### src/rtl/id_ex_stage_if.sv
// rtl/id_ex_stage_if.sv - decode-to-execute handshake, operand and forwarding bundle
interface id_ex_stage_if;
    logic        InValid;
    logic        InReady;
    logic        OutValid;
    logic        OutReady;
    logic        Flush;
    logic [31:0] RD1;
    logic [31:0] RD2;
    logic [4:0]  Rs;
    logic [4:0]  Rt;
    logic [4:0]  Rd;
    logic [4:0]  Shamt;
    logic [15:0] Imm;
    logic        SignExt;
    logic        ALUSrc;
    logic        ShiftSrc;
    logic [2:0]  ALUControlIn;
    logic        RegWriteIn;
    logic        MemRegWrite;
    logic [4:0]  MemRd;
    logic [31:0] MemResult;
    logic        WbRegWrite;
    logic [4:0]  WbRd;
    logic [31:0] WbResult;
    logic [31:0] SrcA;
    logic [31:0] SrcB;
    logic [2:0]  ALUControl;
    logic [4:0]  WriteRegE;
    logic        RegWriteE;

    modport master (
        output InValid, OutReady, Flush, RD1, RD2, Rs, Rt, Rd, Shamt, Imm, SignExt,
               ALUSrc, ShiftSrc, ALUControlIn, RegWriteIn,
               MemRegWrite, MemRd, MemResult, WbRegWrite, WbRd, WbResult,
        input  InReady, OutValid, SrcA, SrcB, ALUControl, WriteRegE, RegWriteE
    );

    modport slave (
        input  InValid, OutReady, Flush, RD1, RD2, Rs, Rt, Rd, Shamt, Imm, SignExt,
               ALUSrc, ShiftSrc, ALUControlIn, RegWriteIn,
               MemRegWrite, MemRd, MemResult, WbRegWrite, WbRd, WbResult,
        output InReady, OutValid, SrcA, SrcB, ALUControl, WriteRegE, RegWriteE
    );
endinterface

### src/rtl/id_ex_stage.sv
// rtl/id_ex_stage.sv - one-entry ID/EX pipeline register with operand muxing
// Optional macro ID_EX_FORWARD_EN enables EX/MEM and MEM/WB forwarding plus WB write-through.
module id_ex_stage (
    input  logic          clk,
    input  logic          rst_n,
    id_ex_stage_if.slave  bus
);
    logic        valid_q;
    logic [31:0] rd1_q;
    logic [31:0] rd2_q;
    logic [4:0]  rs_q;
    logic [4:0]  rt_q;
    logic [4:0]  rd_q;
    logic [4:0]  shamt_q;
    logic [31:0] imm_q;
    logic        alusrc_q;
    logic        shiftsrc_q;
    logic [2:0]  aluctl_q;
    logic        regwrite_q;

    logic [31:0] imm_ext;
    logic        in_ready;
    logic        load;
    logic [31:0] fwd_a;
    logic [31:0] fwd_b;

    assign imm_ext  = bus.SignExt ? {{16{bus.Imm[15]}}, bus.Imm} : {16'b0, bus.Imm};
    assign in_ready = !valid_q || bus.OutReady;
    assign load     = bus.InValid && in_ready && !bus.Flush;

    always_ff @(posedge clk or negedge rst_n) begin
        if (!rst_n) begin
            valid_q    <= 1'b0;
            rd1_q      <= 32'b0;
            rd2_q      <= 32'b0;
            rs_q       <= 5'b0;
            rt_q       <= 5'b0;
            rd_q       <= 5'b0;
            shamt_q    <= 5'b0;
            imm_q      <= 32'b0;
            alusrc_q   <= 1'b0;
            shiftsrc_q <= 1'b0;
            aluctl_q   <= 3'b0;
            regwrite_q <= 1'b0;
        end else begin
            // Flush wins over a same-edge load: the incoming instruction is dropped.
            if (bus.Flush)
                valid_q <= 1'b0;
            else if (load)
                valid_q <= 1'b1;
            else if (valid_q && bus.OutReady)
                valid_q <= 1'b0;

            if (load) begin
                rd1_q      <= bus.RD1;
                rd2_q      <= bus.RD2;
                rs_q       <= bus.Rs;
                rt_q       <= bus.Rt;
                rd_q       <= bus.Rd;
                shamt_q    <= bus.Shamt;
                imm_q      <= imm_ext;
                alusrc_q   <= bus.ALUSrc;
                shiftsrc_q <= bus.ShiftSrc;
                aluctl_q   <= bus.ALUControlIn;
                regwrite_q <= bus.RegWriteIn;
            end
`ifdef ID_EX_FORWARD_EN
            else begin
                // Absorb WB results so a stalled operand stays current after WB moves on.
                if (bus.WbRegWrite && (bus.WbRd == rs_q) && (rs_q != 5'd0))
                    rd1_q <= bus.WbResult;
                if (bus.WbRegWrite && (bus.WbRd == rt_q) && (rt_q != 5'd0))
                    rd2_q <= bus.WbResult;
            end
`endif
        end
    end

`ifdef ID_EX_FORWARD_EN
    always_comb begin
        fwd_a = rd1_q;
        if (bus.MemRegWrite && (bus.MemRd == rs_q) && (rs_q != 5'd0))
            fwd_a = bus.MemResult;
        else if (bus.WbRegWrite && (bus.WbRd == rs_q) && (rs_q != 5'd0))
            fwd_a = bus.WbResult;
    end

    always_comb begin
        fwd_b = rd2_q;
        if (bus.MemRegWrite && (bus.MemRd == rt_q) && (rt_q != 5'd0))
            fwd_b = bus.MemResult;
        else if (bus.WbRegWrite && (bus.WbRd == rt_q) && (rt_q != 5'd0))
            fwd_b = bus.WbResult;
    end
`else
    logic unused_fwd;
    assign unused_fwd = ^{bus.MemRegWrite, bus.MemRd, bus.MemResult,
                          bus.WbRegWrite, bus.WbRd, bus.WbResult};
    assign fwd_a = rd1_q;
    assign fwd_b = rd2_q;
`endif

    // A bubble presents neutral operands and ALU op 7 so the ALU yields zero.
    always_comb begin
        bus.InReady    = in_ready;
        bus.OutValid   = valid_q;
        bus.SrcA       = 32'b0;
        bus.SrcB       = 32'b0;
        bus.ALUControl = 3'd7;
        bus.WriteRegE  = 5'b0;
        bus.RegWriteE  = 1'b0;
        if (valid_q) begin
            bus.SrcA       = shiftsrc_q ? {27'b0, shamt_q} : fwd_a;
            bus.SrcB       = alusrc_q ? imm_q : fwd_b;
            bus.ALUControl = aluctl_q;
            bus.WriteRegE  = rd_q;
            bus.RegWriteE  = regwrite_q;
        end
    end
endmodule

### src/flat_wrapper.sv
// flat-port wrapper written by rule: the top's interface ports become plain ports
module id_ex_stage_flat 
  (clk, rst_n, bus_InValid, bus_OutReady, bus_Flush, bus_RD1, bus_RD2, bus_Rs, bus_Rt, bus_Rd, bus_Shamt, bus_Imm, bus_SignExt, bus_ALUSrc, bus_ShiftSrc, bus_ALUControlIn, bus_RegWriteIn, bus_MemRegWrite, bus_MemRd, bus_MemResult, bus_WbRegWrite, bus_WbRd, bus_WbResult, bus_InReady, bus_OutValid, bus_SrcA, bus_SrcB, bus_ALUControl, bus_WriteRegE, bus_RegWriteE);
  id_ex_stage_if bus_i ();
  input  logic clk;
  input  logic rst_n;
  input wire logic [$bits(bus_i.InValid)-1:0] bus_InValid;
  input wire logic [$bits(bus_i.OutReady)-1:0] bus_OutReady;
  input wire logic [$bits(bus_i.Flush)-1:0] bus_Flush;
  input wire logic [$bits(bus_i.RD1)-1:0] bus_RD1;
  input wire logic [$bits(bus_i.RD2)-1:0] bus_RD2;
  input wire logic [$bits(bus_i.Rs)-1:0] bus_Rs;
  input wire logic [$bits(bus_i.Rt)-1:0] bus_Rt;
  input wire logic [$bits(bus_i.Rd)-1:0] bus_Rd;
  input wire logic [$bits(bus_i.Shamt)-1:0] bus_Shamt;
  input wire logic [$bits(bus_i.Imm)-1:0] bus_Imm;
  input wire logic [$bits(bus_i.SignExt)-1:0] bus_SignExt;
  input wire logic [$bits(bus_i.ALUSrc)-1:0] bus_ALUSrc;
  input wire logic [$bits(bus_i.ShiftSrc)-1:0] bus_ShiftSrc;
  input wire logic [$bits(bus_i.ALUControlIn)-1:0] bus_ALUControlIn;
  input wire logic [$bits(bus_i.RegWriteIn)-1:0] bus_RegWriteIn;
  input wire logic [$bits(bus_i.MemRegWrite)-1:0] bus_MemRegWrite;
  input wire logic [$bits(bus_i.MemRd)-1:0] bus_MemRd;
  input wire logic [$bits(bus_i.MemResult)-1:0] bus_MemResult;
  input wire logic [$bits(bus_i.WbRegWrite)-1:0] bus_WbRegWrite;
  input wire logic [$bits(bus_i.WbRd)-1:0] bus_WbRd;
  input wire logic [$bits(bus_i.WbResult)-1:0] bus_WbResult;
  output wire logic [$bits(bus_i.InReady)-1:0] bus_InReady;
  output wire logic [$bits(bus_i.OutValid)-1:0] bus_OutValid;
  output wire logic [$bits(bus_i.SrcA)-1:0] bus_SrcA;
  output wire logic [$bits(bus_i.SrcB)-1:0] bus_SrcB;
  output wire logic [$bits(bus_i.ALUControl)-1:0] bus_ALUControl;
  output wire logic [$bits(bus_i.WriteRegE)-1:0] bus_WriteRegE;
  output wire logic [$bits(bus_i.RegWriteE)-1:0] bus_RegWriteE;
  assign bus_i.InValid = bus_InValid;
  assign bus_i.OutReady = bus_OutReady;
  assign bus_i.Flush = bus_Flush;
  assign bus_i.RD1 = bus_RD1;
  assign bus_i.RD2 = bus_RD2;
  assign bus_i.Rs = bus_Rs;
  assign bus_i.Rt = bus_Rt;
  assign bus_i.Rd = bus_Rd;
  assign bus_i.Shamt = bus_Shamt;
  assign bus_i.Imm = bus_Imm;
  assign bus_i.SignExt = bus_SignExt;
  assign bus_i.ALUSrc = bus_ALUSrc;
  assign bus_i.ShiftSrc = bus_ShiftSrc;
  assign bus_i.ALUControlIn = bus_ALUControlIn;
  assign bus_i.RegWriteIn = bus_RegWriteIn;
  assign bus_i.MemRegWrite = bus_MemRegWrite;
  assign bus_i.MemRd = bus_MemRd;
  assign bus_i.MemResult = bus_MemResult;
  assign bus_i.WbRegWrite = bus_WbRegWrite;
  assign bus_i.WbRd = bus_WbRd;
  assign bus_i.WbResult = bus_WbResult;
  assign bus_InReady = bus_i.InReady;
  assign bus_OutValid = bus_i.OutValid;
  assign bus_SrcA = bus_i.SrcA;
  assign bus_SrcB = bus_i.SrcB;
  assign bus_ALUControl = bus_i.ALUControl;
  assign bus_WriteRegE = bus_i.WriteRegE;
  assign bus_RegWriteE = bus_i.RegWriteE;
  id_ex_stage u_core (.clk(clk), .rst_n(rst_n), .bus(bus_i));
endmodule
### config.mk
export PLATFORM = sky130hd
export DESIGN_NAME = id_ex_stage_flat
export DESIGN_NICKNAME = d
export VERILOG_FILES = /design/src/rtl/id_ex_stage_if.sv /design/src/rtl/id_ex_stage.sv /design/src/flat_wrapper.sv
export SDC_FILE = /design/constraint.sdc
export NUM_CORES = 1
export LEC_CHECK = 0
export ABC_AREA = 1
export ABC_CLOCK_PERIOD_IN_PS = 1300
export CAP_MARGIN = 40
export CELL_PAD_IN_SITES_DETAIL_PLACEMENT = 1
export CELL_PAD_IN_SITES_GLOBAL_PLACEMENT = 1
export CORE_UTILIZATION = 43
export DETAILED_ROUTE_END_ITERATION = 10
export DONT_BUFFER_PORTS = 1
export PLACE_DENSITY = 0.77
export SLEW_MARGIN = 10
export SYNTH_ARGS = -nofsm -noshare
export SYNTH_HDL_FRONTEND = slang
export SYNTH_SLANG_ARGS = --single-unit
### constraint.sdc
create_clock -name clk -period 1.3 [get_ports clk]
set_input_delay 0.26 -clock clk [delete_from_list [all_inputs] [get_ports clk]]
set_output_delay 0.26 -clock clk [all_outputs]
set_load 0.02 [all_outputs]
==> impl_metrics.env, run 1 <==
export IMPL_numCtsBuffers=9
export IMPL_grt_max_degree=99
export IMPL_synth_area_leaders="dfrtp_1 53%, nand2_1 18%, nand3_1 11%, nor2_1 5.6%, inv_1 3.1%"
export IMPL_cts_sinks=98
export IMPL_portBuffers=0
export IMPL_die_h_um=106
export IMPL_worst_endpoint_kind="primary output"
export IMPL_yosysWarnings=0
export IMPL_antenna_found_initial=1
export IMPL_synth_top_area_share=0.532
export IMPL_post_place_ws_ns=-0.0394
export IMPL_error="[ERROR DPL-0033] detailed placement checks failed during check placement."
export IMPL_crit_endpoint="bus_SrcA[8]"
export IMPL_placementRows=37
export IMPL_die_w_um=106
export IMPL_syn_avg_cell_area_um2=7.59
export IMPL_syn_area_um2=4610
export IMPL_ys_seq_area_frac=0.532
export IMPL_failed_stage="5_1_grt"
export IMPL_ys_seq_elements=98
export IMPL_initial_core_util=0.445
export IMPL_gp_congestion=0.778
export IMPL_dp_cells=744
export IMPL_synth_fp_nets=796
export IMPL_synth_distinct_cells=16
export IMPL_clock_root_buffer="clkbuf_8"
export IMPL_dp_hpwl_um=8980
export IMPL_synthCells=608
export IMPL_htree_levels=3
export IMPL_io_pins=263
export IMPL_synth_largest_area_cell="dfrtp_1"
export IMPL_status="stopped before the end"
export IMPL_clockBufferDepth=2
-- synth_stat cells, drive strengths merged --
library cell / number
clkinv: 1
inv: 38
or2: 3
nand3: 97
a21oi: 17
o21ai: 21
nand2: 221
nor2: 70
dfrtp: 98
clkbuf: 12
buf: 30
-- per-stage QoR --
step | hold WS, ns | TNS [ns] | area, µm²
floorplan | -0.0356 | -0.0814 | 5020
detailed placement | -0.0340 | -0.487 | 5380
global placement | -0.0336 | -0.254 | 5380
CTS | -0.445 | -49.19 | 7240
-- kinds of logic after synthesis --
| kind of cell | Yosys count | share of synthesized area |
|---|---|---|
| compound gates | 38 | 0.0412 |
| buf+inv | 81 | 0.0778 |
| flops | 98 | 0.532 |
| simple gates | 391 | 0.349 |
-- timing repair --
item / 4_1_cts
endpoints found under the setup margin: 109
setup buffers: 18
pin swaps: 70
hold endpoints to repair: 116
resized for setup: 194
gates cloned: 24
hold buffers: 18
==> run 2, diff against run 1 <==
- CELL_PAD_IN_SITES_DETAIL_PLACEMENT: 1 -> unset
- CELL_PAD_IN_SITES_GLOBAL_PLACEMENT: 1 -> unset
- CORE_UTILIZATION: 43 -> 40
- PLACE_DENSITY: 0.77 -> unset
- PLACE_DENSITY_LB_ADDON: unset -> 0.15
==> run 2 against run 1 <==
Net effect:
- the flow now finishes, with violations (hold timing, setup timing)
- area after synthesis unchanged
- synthesized cell count unchanged
==> impl_metrics.env, run 2 <==
export IMPL_layout_commonest_cell="dfrtp_1"
export IMPL_ff2ff_setup_slack_ns=-0.27
export IMPL_cp_arrival_ns=1.40
export IMPL_use_met2=0.356
export IMPL_synth_largest_area_cell="dfrtp_1"
export IMPL_holdBufCountCts=1
export IMPL_syn_area_um2=4610
export IMPL_diodes=0
export IMPL_gp_congestion=0.808
export IMPL_relSlewSlack=0.691
export IMPL_status="finished with violations"
export IMPL_ys_seq_area_frac=0.532
export IMPL_period_minus_slack_ns=1.66
export IMPL_p_seq_frac=0.430
export IMPL_drcViolationCount=0
export IMPL_multi_input_area_um2=3060
export IMPL_synth_fp_nets=796
export IMPL_ant_nets=0
export IMPL_initial_core_util=0.418
export IMPL_rsz0062_at_grt="true"
export IMPL_required_ns=1.04
export IMPL_path_clk_slew_ns=0.07
export IMPL_slew_viol_final=0
export IMPL_area_growth_pct=62.8
export IMPL_grt_max_degree=99
export IMPL_r2r_end="u_core.fwd_b[6]"
export IMPL_dp_cells=748
export IMPL_yosysWarnings=0
export IMPL_final_setup_worst_slack_ns=-0.356
export IMPL_dp_hpwl_um=7910
export IMPL_static_leakage_power_uw=0.00357
export IMPL_finalHoldViolCount=98
export IMPL_layout_common_cells="96 x dfrtp_1, 89 x nand2_2, 87 x nand3_1"
export IMPL_grt_use_met3=0.0474
export IMPL_peakVddDrop_mv=0.727
export IMPL_setup_viol=173
export IMPL_cp_num_buf_inv=1
export IMPL_slowest_stage="dfrtp_2"
export IMPL_wl_per_cell_um=19.8
export IMPL_grt_pass1_vias=3900
export IMPL_clock_root_buffer="clkbuf_16"
export IMPL_synthCells=608
export IMPL_end_kind="output pin"
export IMPL_overflow=0
export IMPL_drive_above_1_share=0.512
export IMPL_p_int_uw=6140
export IMPL_max_cap_viol_count=0
export IMPL_combPwrFrac=0.280
export IMPL_final_util=0.681
export IMPL_yosysMostFrequentCell="nand2_1"
export IMPL_cp_top_family="flip-flops"
export IMPL_first_iter_violations=277
export IMPL_cp_cell_sequence="buf_4 -> o21ai_0 -> nor2_2"
export IMPL_power_density_nw_per_um2=1220
export IMPL_design_area_um2=7510
export IMPL_switching_power_uw=3020
export IMPL_syn_avg_cell_area_um2=7.59
export IMPL_synthArstFlopShare=1.00
export IMPL_io_pins=263
export IMPL_tightestPinTransition_ns=0.463
export IMPL_area_sequential_um2=2450
export IMPL_drt_pass1_iter_count=4
export IMPL_grt_use_total=0.221
export IMPL_p_sw_frac=0.330
export IMPL_violations="hold timing, setup timing"
export IMPL_startpoint_type="flop"
export IMPL_synth_distinct_cells=16
export IMPL_cts_sinks=98
export IMPL_finalClockSkew_ns=0.00839
export IMPL_grt_pass1_wl_um=20100
export IMPL_grtUsageMet1=0.295
export IMPL_n_fill_cell=891
export IMPL_synthFlopType="dfrtp_1"
export IMPL_die_w_um=109
export IMPL_period_share=1.27
export IMPL_antenna_found_initial=0
export IMPL_coreArea_um2=11000
export IMPL_ys_seq_elements=98
export IMPL_fmax_mhz=604
export IMPL_cts_tree="done"
export IMPL_busiest_layer="met2"
export IMPL_reg2regPathDepth=9
export IMPL_portBuffers=0
export IMPL_final_instance_count_excl_fill=806
export IMPL_avgViaCountPerCell=5.32
export IMPL_clkPwrFrac=0.291
export IMPL_whs_ns=-0.396
export IMPL_via_count=4286
export IMPL_dieArea_um2=12000
export IMPL_post_place_ws_ns=-0.0696
export IMPL_synth_edf_count=0
export IMPL_hold_path_class="in2async"
export IMPL_synth_top_area_share=0.532
export IMPL_path_max_fanout=12
export IMPL_clock_latency_ns=0.34
export IMPL_wirelength_um=16000
export IMPL_htree_levels=3
export IMPL_crit_type="reg2out"
export IMPL_placementRows=38
export IMPL_synth_area_leaders="dfrtp_1 53%, nand2_1 18%, nand3_1 11%, nor2_1 5.6%, inv_1 3.1%"
export IMPL_numCtsBuffers=9
export IMPL_timing_rr_start="u_core.bus.OutValid"
export IMPL_yosys_top_cells_count="218 x nand2_1, 98 x dfrtp_1, 97 x nand3_1"
export IMPL_placed_cell_area_um2=5360
export IMPL_clockBufferDepth=2
export IMPL_layout_nets=850
export IMPL_critPathMaxStageDelay_ns=0.47
export IMPL_die_h_um=109
==> run 2: cell counts after synthesis <==
No cell type changed its count.
==> run 2: per-stage QoR <==
step	hold WS [ns]	total power, µW	setup TNS, ns
2_1_floorplan	-0.0356	5010	-0.0814
3_3_place_gp	-0.0329	5370	-1.29
3_5_place_dp	-0.0336	5420	-0.846
4_1_cts	-0.399	8360	-34.38
5_1_grt	-0.408	9560	-50.52
6_report	-0.396	9160	-42.15
==> run 2: metal layers <==
metal / vias up / share of wire
li1: 2033 / -
met1: 2095 / 0.43
met2: 135 / 0.49
met3: 23 / 0.060
met4: 0 / 0.018
met5: - / 0
==> run 2: worst max path at each step <==
stage	startpoint	end	slack, ns	depth (start not counted)
after floorplan	u_core.alusrc_q	bus_SrcB[10]	-0.02	4
after global placement	u_core.alusrc_q	bus_SrcB[21]	-0.09	3
after detailed placement	u_core.alusrc_q	bus_SrcB[20]	-0.07	5
after CTS	u_core.alusrc_q	bus_SrcB[20]	-0.40	5
after global routing	u_core.alusrc_q	bus_SrcB[15]	-0.42	3
final	u_core.alusrc_q	bus_SrcB[15]	-0.36	3
==> run 2: kinds of logic (layout without fill, tap and decap cells) <==
family | Yosys count | in the layout | share of synthesized area
buf+inv | 81 | 137 | 0.0778
compound gates | 38 | 38 | 0.0412
simple gates | 391 | 393 | 0.349
flops | 98 | 98 | 0.532
==> run 2: what timing repair did <==
| item | CTS | global route |
|---|---|---|
| endpoints found under the setup margin | 75 | 173 |
| endpoints found under the hold margin | 99 | 98 |
| buffers inserted | 6 | 9 |
| pin swaps | 16 | 29 |
| cloned | 6 | 24 |
| gates resized for setup | 95 | 250 |
==> run 2: worst register-to-register path, stage by stage (launching register included) <==
cell and delay, ns:
dfrtp_2 0.44, buf_12 0.15, buf_12 0.14, nand2_8 0.07
buf_12 0.17, buf_12 0.12, nand2_8 0.08, clkbuf_16 0.21
nand2_2 0.05, nand2_1 0.05
==> run 2: layout make-up <==
cell class              instances  share of cell area
repair buffers                 82               0.179
well taps                     140              0.0233
flip-flops and latches         98               0.327
clock buffers                  12              0.0328
multi-input cells             431               0.408
clock inverters                 3             0.00533
inverters                      39              0.0238
repair inverters                1            0.000833
==> run 2: power groups by stage <==
| stage | Sequential (µW) | Clock (µW) | Combinational (µW) |
|---|---|---|---|
| final | 3940 | 2660 | 2560 |
| after global routing | 3980 | 2830 | 2760 |
| after CTS | 3750 | 2690 | 1910 |
| after detailed placement | 3780 | 0 | 1640 |
| after global placement | 3770 | 0 | 1600 |
| after floorplan | 3720 | 0 | 1300 |
Power figures use the tool's default switching activity.
==> run 3, diff against run 2 <==
- ABC_CLOCK_PERIOD_IN_PS: 1300 -> 1600
- clock period: 1.3 -> 1.6 ns (I/O delays scaled with it)
==> run 3 against run 2 <==
Net effect:
- the run still ends with hold timing, setup timing left
- die area unchanged
- count of clock-buffer cells in the layout up 1
- critical path depth up 2
- sequential power down 23%
- clock skew down 0.0040 ns
- hold slack better by 0.069 ns
- via count down 3.1%
- utilization down 10 points
- cell count up 0.25%
- cell area down 15%
- combinational power down 38%
- power down 24%
- critical path type unchanged
==> impl_metrics.env, run 3 (synthesis results as in run 2) <==
export IMPL_grt_max_degree=99
export IMPL_grt_use_total=0.212
export IMPL_cts_sinks=98
export IMPL_period_share=1.07
export IMPL_final_setup_worst_slack_ns=-0.110
export IMPL_drive_above_1_share=0.262
export IMPL_numCtsBuffers=9
export IMPL_finalClockSkew_ns=0.00435
export IMPL_end_kind="output pin"
export IMPL_clock_latency_ns=0.33
export IMPL_status="finished with violations"
export IMPL_drt_met1_wl_um=5560
export IMPL_dieArea_um2=12000
export IMPL_overflow=0
export IMPL_max_cap_viol_count=0
export IMPL_die_h_um=109
export IMPL_ant_nets=0
export IMPL_final_instance_count_excl_fill=808
export IMPL_slew_viol_final=0
export IMPL_clock_root_buffer="clkbuf_16"
export IMPL_hold_path_class="in2async"
export IMPL_wl_met2_um=6360
export IMPL_clockBufferDepth=2
export IMPL_period_minus_slack_ns=1.71
export IMPL_cts_tree="done"
export IMPL_finalSetupTns_ns=-4.27
export IMPL_dp_cells=778
export IMPL_antenna_found_initial=0
export IMPL_first_iter_violations=252
export IMPL_timing_rr_start="u_core.bus.OutValid"
export IMPL_layout_nets=852
export IMPL_design_area_um2=6400
export IMPL_power_density_nw_per_um2=1090
export IMPL_static_leakage_power_uw=0.00329
export IMPL_htree_levels=3
export IMPL_finalHoldViolCount=98
export IMPL_placementRows=38
export IMPL_wl_per_cell_um=16.4
export IMPL_whs_ns=-0.327
export IMPL_dp_hpwl_um=7720
export IMPL_startpoint="u_core.alusrc_q"
export IMPL_post_place_ws_ns=0.136
export IMPL_area_growth_pct=38.7
export IMPL_cp_arrival_ns=1.39
export IMPL_layout_commonest_cell="nand2_1"
export IMPL_drcViolationCount=0
export IMPL_layout_common_cells="211 x nand2_1, 97 x nand3_1, 96 x dfrtp_1"
export IMPL_drt_pass1_iter_count=4
export IMPL_crit_type="reg2out"
export IMPL_fmax_mhz=585
export IMPL_violations="hold timing, setup timing"
export IMPL_setup_viol=68
export IMPL_startpoint_type="flop"
export IMPL_met3_length_um=1120
export IMPL_portBuffers=0
export IMPL_io_pins=263
export IMPL_tightestPinTransition_ns=0.253
export IMPL_required_ns=1.28
export IMPL_wirelength_um=13200
export IMPL_peakVddDrop_mv=0.616
export IMPL_reg2regPathDepth=8
export IMPL_avgViaCountPerCell=5.14
export IMPL_crit_end="bus_SrcB[17]"
export IMPL_rsz0062_at_grt="true"
export IMPL_die_w_um=109
export IMPL_grt_pass1_vias=3935
export IMPL_top_layer="met4"
export IMPL_grt_pass1_wl_um=19600
export IMPL_gp_congestion=0.732
export IMPL_initial_core_util=0.418
export IMPL_relSlewSlack=0.830
export IMPL_coreArea_um2=11000
export IMPL_via_count=4154
export IMPL_r2r_end="u_core.imm_q[6]"
export IMPL_path_max_fanout=8
export IMPL_diodes=0
export IMPL_ff2ff_setup_slack_ns=0.06
export IMPL_path_clk_slew_ns=0.07
export IMPL_placed_cell_area_um2=5280
==> run 3: what timing repair did <==
item | CTS | global route
gates cloned | 3 | 7
hold endpoints to repair | 98 | 98
pin swaps | 4 | 10
resized for setup | 28 | 126
setup endpoints to repair | 67 | 66
buffers inserted | 4 | 3
==> run 3: area by class of cell <==
cell class / instances / area, µm²
sequential: 98 / 2450
clock inverter: 2 / 60.1
timing repair buffer: 87 / 1130
multi-input combinational: 429 / 2160
tap: 140 / 175
fill: 1005 / 4630
clock buffer: 13 / 260
inverter: 39 / 156
==> run 3: worst max-delay path, stage by stage (launching register included) <==
cell and delay (ns):
dfrtp_1 0.38, buf_4 0.13, nand2_4 0.07, buf_12 0.15, a21oi_1 0.16, buf_4 0.16
==> run 3: worst min-delay path by stage <==
stage	to	slack [ns]	startpoint
floorplan	u_core.aluctl_q[0]	0.02	rst_n
global placement	u_core.fwd_b[14]	0.03	rst_n
detailed placement	u_core.fwd_b[14]	0.03	rst_n
CTS	u_core.fwd_b[10]	-0.34	rst_n
global route	u_core.fwd_b[11]	-0.34	rst_n
finish	u_core.fwd_b[14]	-0.33	rst_n
==> run 3: per-layer routing <==
metal  GRT usage  vias to the layer above
met5           0                        -
met4      0.0676                        0
met3      0.0634                       12
met2       0.338                      146
met1       0.278                     1981
li1            -                     2015
==> run 3: report_power, final <==
group          leakage [µW]  total [µW]  switching [µW]  internal [µW]
clock              0.000156        2340             888           1450
sequential          0.00121        3040             207           2840
combinational       0.00192        1600             945            651
==> run 3: stage by stage <==
stage | utilization | power, µW
floorplan | - | 3880
global placement | 0.478 | 4270
detailed placement | 0.478 | 4300
CTS | 0.525 | 6750
global route | 0.580 | 7310
finish | 0.580 | 6980
==> run 4, diff against run 3 <==
- CAP_MARGIN: 40 -> unset
- CTS_CLUSTER_DIAMETER: unset -> 80
==> results of run 4 <==
Final layout, timing and power as in run 3 (identical DEF).
